===== src/rtl/dm_access_pkg.sv =====
// Shared encodings and helpers for the data-memory access unit.
package dm_access_pkg;

   localparam logic [1:0] SZ_BYTE    = 2'b00;
   localparam logic [1:0] SZ_HALF    = 2'b01;
   localparam logic [1:0] SZ_WORD    = 2'b10;
   localparam logic [1:0] SZ_ILLEGAL = 2'b11;

   typedef enum logic [1:0] {
      IDLE   = 2'd0,
      ACCESS = 2'd1,
      RESP   = 2'd2
   } state_e;

   localparam logic [3:0] BE_B0  = 4'b0001;
   localparam logic [3:0] BE_B1  = 4'b0010;
   localparam logic [3:0] BE_B2  = 4'b0100;
   localparam logic [3:0] BE_B3  = 4'b1000;
   localparam logic [3:0] BE_LO  = 4'b0011;
   localparam logic [3:0] BE_HI  = 4'b1100;
   localparam logic [3:0] BE_ALL = 4'b1111;

   function automatic logic [2:0] bytes_of(input logic [1:0] size);
      case (size)
         SZ_BYTE: bytes_of = 3'd1;
         SZ_HALF: bytes_of = 3'd2;
         SZ_WORD: bytes_of = 3'd4;
         default: bytes_of = 3'd0;
      endcase
   endfunction

endpackage


===== src/rtl/dm_load_align.sv =====
// Load lane select and sign/zero extension to a 32-bit result.
module dm_load_align
   import dm_access_pkg::*;
(
   input  logic [31:0] word,
   input  logic [1:0]  off,
   input  logic [1:0]  size,
   input  logic        uns,
   output logic [31:0] data
);

   logic [7:0]  b;
   logic [15:0] h;

   assign b = word[{off, 3'b000} +: 8];
   assign h = off[1] ? word[31:16] : word[15:0];

   always_comb begin
      case (size)
         SZ_BYTE: data = {{24{b[7] & ~uns}}, b};
         SZ_HALF: data = {{16{h[15] & ~uns}}, h};
         default: data = word;
      endcase
   end

endmodule


===== src/rtl/dm_access_unit.sv =====
// Data-memory initiator: one request at a time, misaligned accesses split
// into byte beats, load data extracted and extended on completion.
module dm_access_unit
   import dm_access_pkg::*;
#(
   parameter int ADDR_W = 12,
   parameter int DATA_W = 32
) (
   input  logic              clk,
   input  logic              rst,
   input  logic              req_valid,
   output logic              req_ready,
   input  logic              req_we,
   input  logic [1:0]        req_size,
   input  logic              req_unsigned,
   input  logic [ADDR_W-1:0] req_addr,
   input  logic [DATA_W-1:0] req_wdata,
   output logic              rsp_valid,
   output logic [DATA_W-1:0] rsp_rdata,
   output logic              rsp_err,
   output logic [ADDR_W-3:0] dm_addr,
   output logic [3:0]        dm_be,
   output logic [DATA_W-1:0] dm_din,
   output logic              dm_we,
   input  logic [DATA_W-1:0] dm_dout
);

   localparam int AW1 = ADDR_W + 1;

   state_e            state;
   logic              r_we;
   logic [1:0]        r_size;
   logic              r_uns;
   logic [ADDR_W-1:0] r_addr;
   logic [DATA_W-1:0] r_wdata;
   logic              r_mis;
   logic [1:0]        beat;
   logic [1:0]        last;
   logic [DATA_W-1:0] acc;

   logic              req_bad;
   logic              req_mis;
   logic [ADDR_W-1:0] a;
   logic [DATA_W-1:0] merged;
   logic [DATA_W-1:0] align_in;
   logic [1:0]        align_off;
   logic [DATA_W-1:0] ld_data;

   // addr + bytes - 1 > top-of-space, evaluated one bit wider to catch the carry
   assign req_bad = (req_size == SZ_ILLEGAL) ||
                    (({1'b0, req_addr} + AW1'(bytes_of(req_size))) > AW1'(1 << ADDR_W));
   assign req_mis = ((req_size == SZ_HALF) && req_addr[0]) ||
                    ((req_size == SZ_WORD) && (req_addr[1:0] != 2'b00));

   assign a = r_mis ? r_addr + ADDR_W'(beat) : r_addr;

   always_comb begin
      merged = acc;
      merged[{beat, 3'b000} +: 8] = dm_dout[{a[1:0], 3'b000} +: 8];
   end

   // Misaligned loads are already assembled right-aligned, so only extend them
   assign align_in  = r_mis ? merged : dm_dout;
   assign align_off = r_mis ? 2'b00 : r_addr[1:0];

   dm_load_align u_align (
      .word (align_in),
      .off  (align_off),
      .size (r_size),
      .uns  (r_uns),
      .data (ld_data)
   );

   assign req_ready = (state == IDLE);
   assign rsp_valid = (state == RESP);

   always_comb begin
      dm_addr = '0;
      dm_be   = '0;
      dm_din  = '0;
      dm_we   = 1'b0;
      if (state == ACCESS) begin
         dm_addr = a[ADDR_W-1:2];
         // A beat coinciding with reset is dropped rather than committed
         dm_we   = r_we & ~rst;
         if (!r_mis && r_size == SZ_WORD) begin
            dm_be  = BE_ALL;
            dm_din = r_wdata;
         end else if (!r_mis && r_size == SZ_HALF) begin
            dm_be        = a[1] ? BE_HI : BE_LO;
            dm_din[15:0] = r_wdata[15:0];
         end else begin
            dm_be       = BE_B0 << a[1:0];
            dm_din[7:0] = r_wdata[{beat, 3'b000} +: 8];
         end
      end
   end

   always_ff @(posedge clk) begin
      if (rst) begin
         state     <= IDLE;
         r_we      <= 1'b0;
         r_size    <= SZ_BYTE;
         r_uns     <= 1'b0;
         r_addr    <= '0;
         r_wdata   <= '0;
         r_mis     <= 1'b0;
         beat      <= '0;
         last      <= '0;
         acc       <= '0;
         rsp_rdata <= '0;
         rsp_err   <= 1'b0;
      end else begin
         case (state)
            IDLE: if (req_valid) begin
               r_we    <= req_we;
               r_size  <= req_size;
               r_uns   <= req_unsigned;
               r_addr  <= req_addr;
               r_wdata <= req_wdata;
               r_mis   <= req_mis;
               beat    <= '0;
               acc     <= '0;
               last    <= !req_mis ? 2'd0 : (req_size == SZ_WORD) ? 2'd3 : 2'd1;
               if (req_bad) begin
                  rsp_err   <= 1'b1;
                  rsp_rdata <= '0;
                  state     <= RESP;
               end else begin
                  state <= ACCESS;
               end
            end
            ACCESS: begin
               acc <= merged;
               if (beat == last) begin
                  rsp_err   <= 1'b0;
                  rsp_rdata <= r_we ? '0 : ld_data;
                  state     <= RESP;
               end else begin
                  beat <= beat + 2'd1;
               end
            end
            RESP:    state <= IDLE;
            default: state <= IDLE;
         endcase
      end
   end

endmodule


===== config.mk =====
export PLATFORM = sky130hd
export DESIGN_NAME = dm_access_unit
export DESIGN_NICKNAME = d
export VERILOG_FILES = /design/src/rtl/dm_access_pkg.sv /design/src/rtl/dm_load_align.sv /design/src/rtl/dm_access_unit.sv
export SDC_FILE = /design/constraint.sdc
export NUM_CORES = 1
export LEC_CHECK = 0
export CORE_MARGIN = 5
export CORE_UTILIZATION = 30
export DETAILED_ROUTE_END_ITERATION = 7
export GPL_ROUTABILITY_DRIVEN = 0
export PLACE_DENSITY = 0.65
export SYNTH_ARGS = -nofsm -noshare
export SYNTH_HDL_FRONTEND = slang
export SYNTH_SLANG_ARGS = --single-unit

===== constraint.sdc =====
create_clock -name clk -period 6 [get_ports clk]
set_input_delay 1.2 -clock clk [delete_from_list [all_inputs] [get_ports clk]]
set_output_delay 1.2 -clock clk [all_outputs]
set_load 0.05 [all_outputs]

==> metrics.yaml <==
outcome:
  status: "finished clean"
worst_setup_path:
  r2r_cells: 7
  worstPathArrival_ns: 3.84
  r2r_end: "rsp_rdata[30]"
  critPathLaunch: "beat[0]"
  crit_path_start_kind: "flop"
  r2r_start: "beat[0]"
  crit_required_ns: 4.80
  crit_type: "flop to output port"
  cp_max_fo: 18
  endpoint_kind: "output port"
  r2r_slack_ns: 2.04
  timing.critical_path.to: "dm_be[0]"
logic_synthesis:
  syn-instance-count: 929
  yosysUniqueCellTypes: 66
  netlist.area_leader.share_pct: 34.5
  yosys.area.top_type: "dfxtp_1"
  yosys.area_share.simple_pct: 23.3
  ys_seq_area_share_pct: 34.5
  synthAdderAreaFrac_pct: 2.39
  synth_flop_cell: "dfxtp_1"
  synth_top_family_by_area: "compound AO/OA/AOI/OAI gates"
  synthTopCellsByArea: "dfxtp_1, a21oi_1, nand2_1"
  ys_ff_latch: 119
  synth_xor_area_share_pct: 1.39
  synth_edf_count: 0
  synth_nets: 1024
  postSynthAreaPerCell_um2: 7.44
  synthMuxAreaShare_pct: 5.10
  ys_warn_count: 0
  synth_area_um2: 6910
  synth_compound_area_share_pct: 27.9
  async_flop_share_pct: 0
layout:
  final_util_pct: 41.2
  num_antenna_cells: 0
  syn2layout_area_growth_pct: 34.8
  finish.net_count: 1151
  fill_cells: 2319
  drive_above_1_share_pct: 6.08
  final_cell_mix: "clkdlybuf4s50_1, nand2_1, a21oi_1"
  layout_commonest_cell: "clkdlybuf4s50_1"
  final_area_um2: 9320
timing:
  timing.final.crit_share_pct: 84.0
  slew_headroom_pct: 20.7
  setup_violations: 0
  clock_skew_ns: 0.00841
  setup_tns_ns: 0
  slew_viol_final: 0
  tightest_slew_ns: 1.18
  fin_crit_ns: 5.04
  fmax_mhz: 198
  finalWorstSetupSlack_ns: 0.959
  hold_viol: 0
  grt_setup_unrepaired: "no"
detailed_routing:
  routed_via_density: 5.38
  postRouteWirelength_mm: 24.9
  first_iter_violations: 609
  postRouteAntennaNets: 0
  first_pass_iters: 5
  routedWlPerCell_um: 18.4
  drc: 0
  via_count: 7278
clocking:
  cts_root_buf: "clkbuf_16"
  cts_hold_buf: 0
  cts_tree: "done"
  clk_pin_slew_ns: 0.06
  post_cts_resized: 0
  cts.sinks: 119
  cts-buffers-inserted: 17
  cts_buffer_depth: 2
  worstSkewPairLatency_ns: 0.42
  h-tree-depth: 4
  postCtsSetupBuffers: 0
placed_design:
  dp_hpwl_mm: 17.9
  io_buffers: 164
  post-place-ws_ns: 1.41
  dpl-instance-area_um2: 8700
hold_path:
  worstHoldPathType: "flop to flop"
floorplanning:
  io_pins: 165
  initial_core_util_pct: 30.5
  dieArea_um2: 26200
  die_w_um: 162
  rows: 55
  die_h_um: 162
  core_area_um2: 22600
global_route:
  antenna_found_initial: 1
  overflow: 0
  grt.total_usage_pct: 18.4
  grt_max_degree: 86
  grt_pass1_vias: 6954
  grt_pass1_wl_mm: 38.6
power:
  leakage_nw: 3.46
  peakVddDrop_v: 0.000191
  powerDensity_nw_per_um2: 270
  fin_total_pwr_mw: 2.52
run:
  cap_violations: 0
## cell type report
cell class | instances | area (um2) | area share [%]
clock buffer | 19 | 453 | 4.86
clock inverter | 13 | 169 | 1.81
inverter | 23 | 86.3 | 0.926
multi-input combinational | 721 | 4160 | 44.6
sequential | 119 | 2380 | 25.6
tap | 285 | 357 | 3.83
timing repair buffer | 174 | 1710 | 18.4
## logic make-up (layout without fill, tap and decap cells)
family / count (synthesis) / count (layout)
compound gates: 309 / 309
xor+xnor: 11 / 11
fa+ha+maj: 12 / 12
buf+inv: 89 / 229
flops: 119 / 119
mux: 33 / 33
simple gates: 356 / 356
## layer usage
metal  vias to the layer above  wire, um  global-route usage [%]
li1                       3515         -                       -
met1                      3421     10800                    23.7
met2                       306     11200                    29.3
met3                        34      2510                    6.34
met4                         2       385                    5.15
met5                         -        11                       0
## state kept, by name, summed over array words and instances (netlist names)
register   flops
state          2
rsp_rdata     32
last           2
r_uns          1
acc           32
r_wdata       32
beat           2
r_size         2
r_addr        12
r_we           1
rsp_err        1
## how the worst min path moves through the flow
| stage | start | endpoint | slack (ns) | cells after the start |
|---|---|---|---|---|
| finish | rsp_rdata[14] | rsp_rdata[14] | 0.45 | 1 |
| floorplan | r_wdata[0] | r_wdata[0] | 0.44 | 2 |
| global placement | rsp_rdata[14] | rsp_rdata[14] | 0.44 | 1 |
| detailed placement | rsp_rdata[14] | rsp_rdata[14] | 0.44 | 1 |
| global route | r_wdata[6] | r_wdata[6] | 0.48 | 2 |
| CTS | r_wdata[2] | r_wdata[2] | 0.46 | 2 |
## worst max-delay path, stage by stage (launching register included)
cell and delay [ns]:
dfxtp_1 0.87, ha_1 0.33, fa_1 0.47, a21oi_2 0.66
nand2_1 0.10, a21oi_1 0.17, clkdlybuf4s50_1 0.82
## power by group
part | leakage [nW] | internal (mW) | total, mW | switching, mW
Clock | 0.293 | 0.679 | 1.07 | 0.394
Sequential | 0.970 | 0.838 | 0.889 | 0.0515
Combinational | 2.19 | 0.203 | 0.556 | 0.353
Total | 3.46 | 1.72 | 2.52 | 0.798
## through the flow
| stage | hold slack, ns | std cells |
|---|---|---|
| floorplan | 0.437 | 929 |
| finish | 0.454 | 1354 |
| detailed placement | 0.444 | 1322 |
| CTS | 0.455 | 1354 |
| global placement | 0.441 | 1322 |
| global route | 0.477 | 1354 |
## synth_stat cells (5+ instances only)
| master | instances |
|---|---|
| buf_1 | 8 |
| a211oi_1 | 5 |
| nand4_1 | 5 |
| and3_1 | 9 |
| clkbuf_1 | 46 |
| o22ai_1 | 9 |
| and2_1 | 18 |
| buf_2 | 5 |
| nand2b_1 | 11 |
| a31oi_1 | 14 |
| inv_1 | 22 |
| nor2_1 | 99 |
| o21ai_0 | 63 |
| a21o_1 | 10 |
| xor2_1 | 10 |
| or3_1 | 8 |
| a22o_1 | 30 |
| nand3_1 | 17 |
| ha_1 | 10 |
| nand2_1 | 150 |
| mux2i_1 | 29 |
| a2bb2oi_1 | 8 |
| a22oi_1 | 19 |
| dfxtp_1 | 119 |
| nor2b_1 | 20 |
| a21oi_1 | 127 |
| nor3_1 | 8 |
No activity file was read; power rests on OpenSTA's default activity.
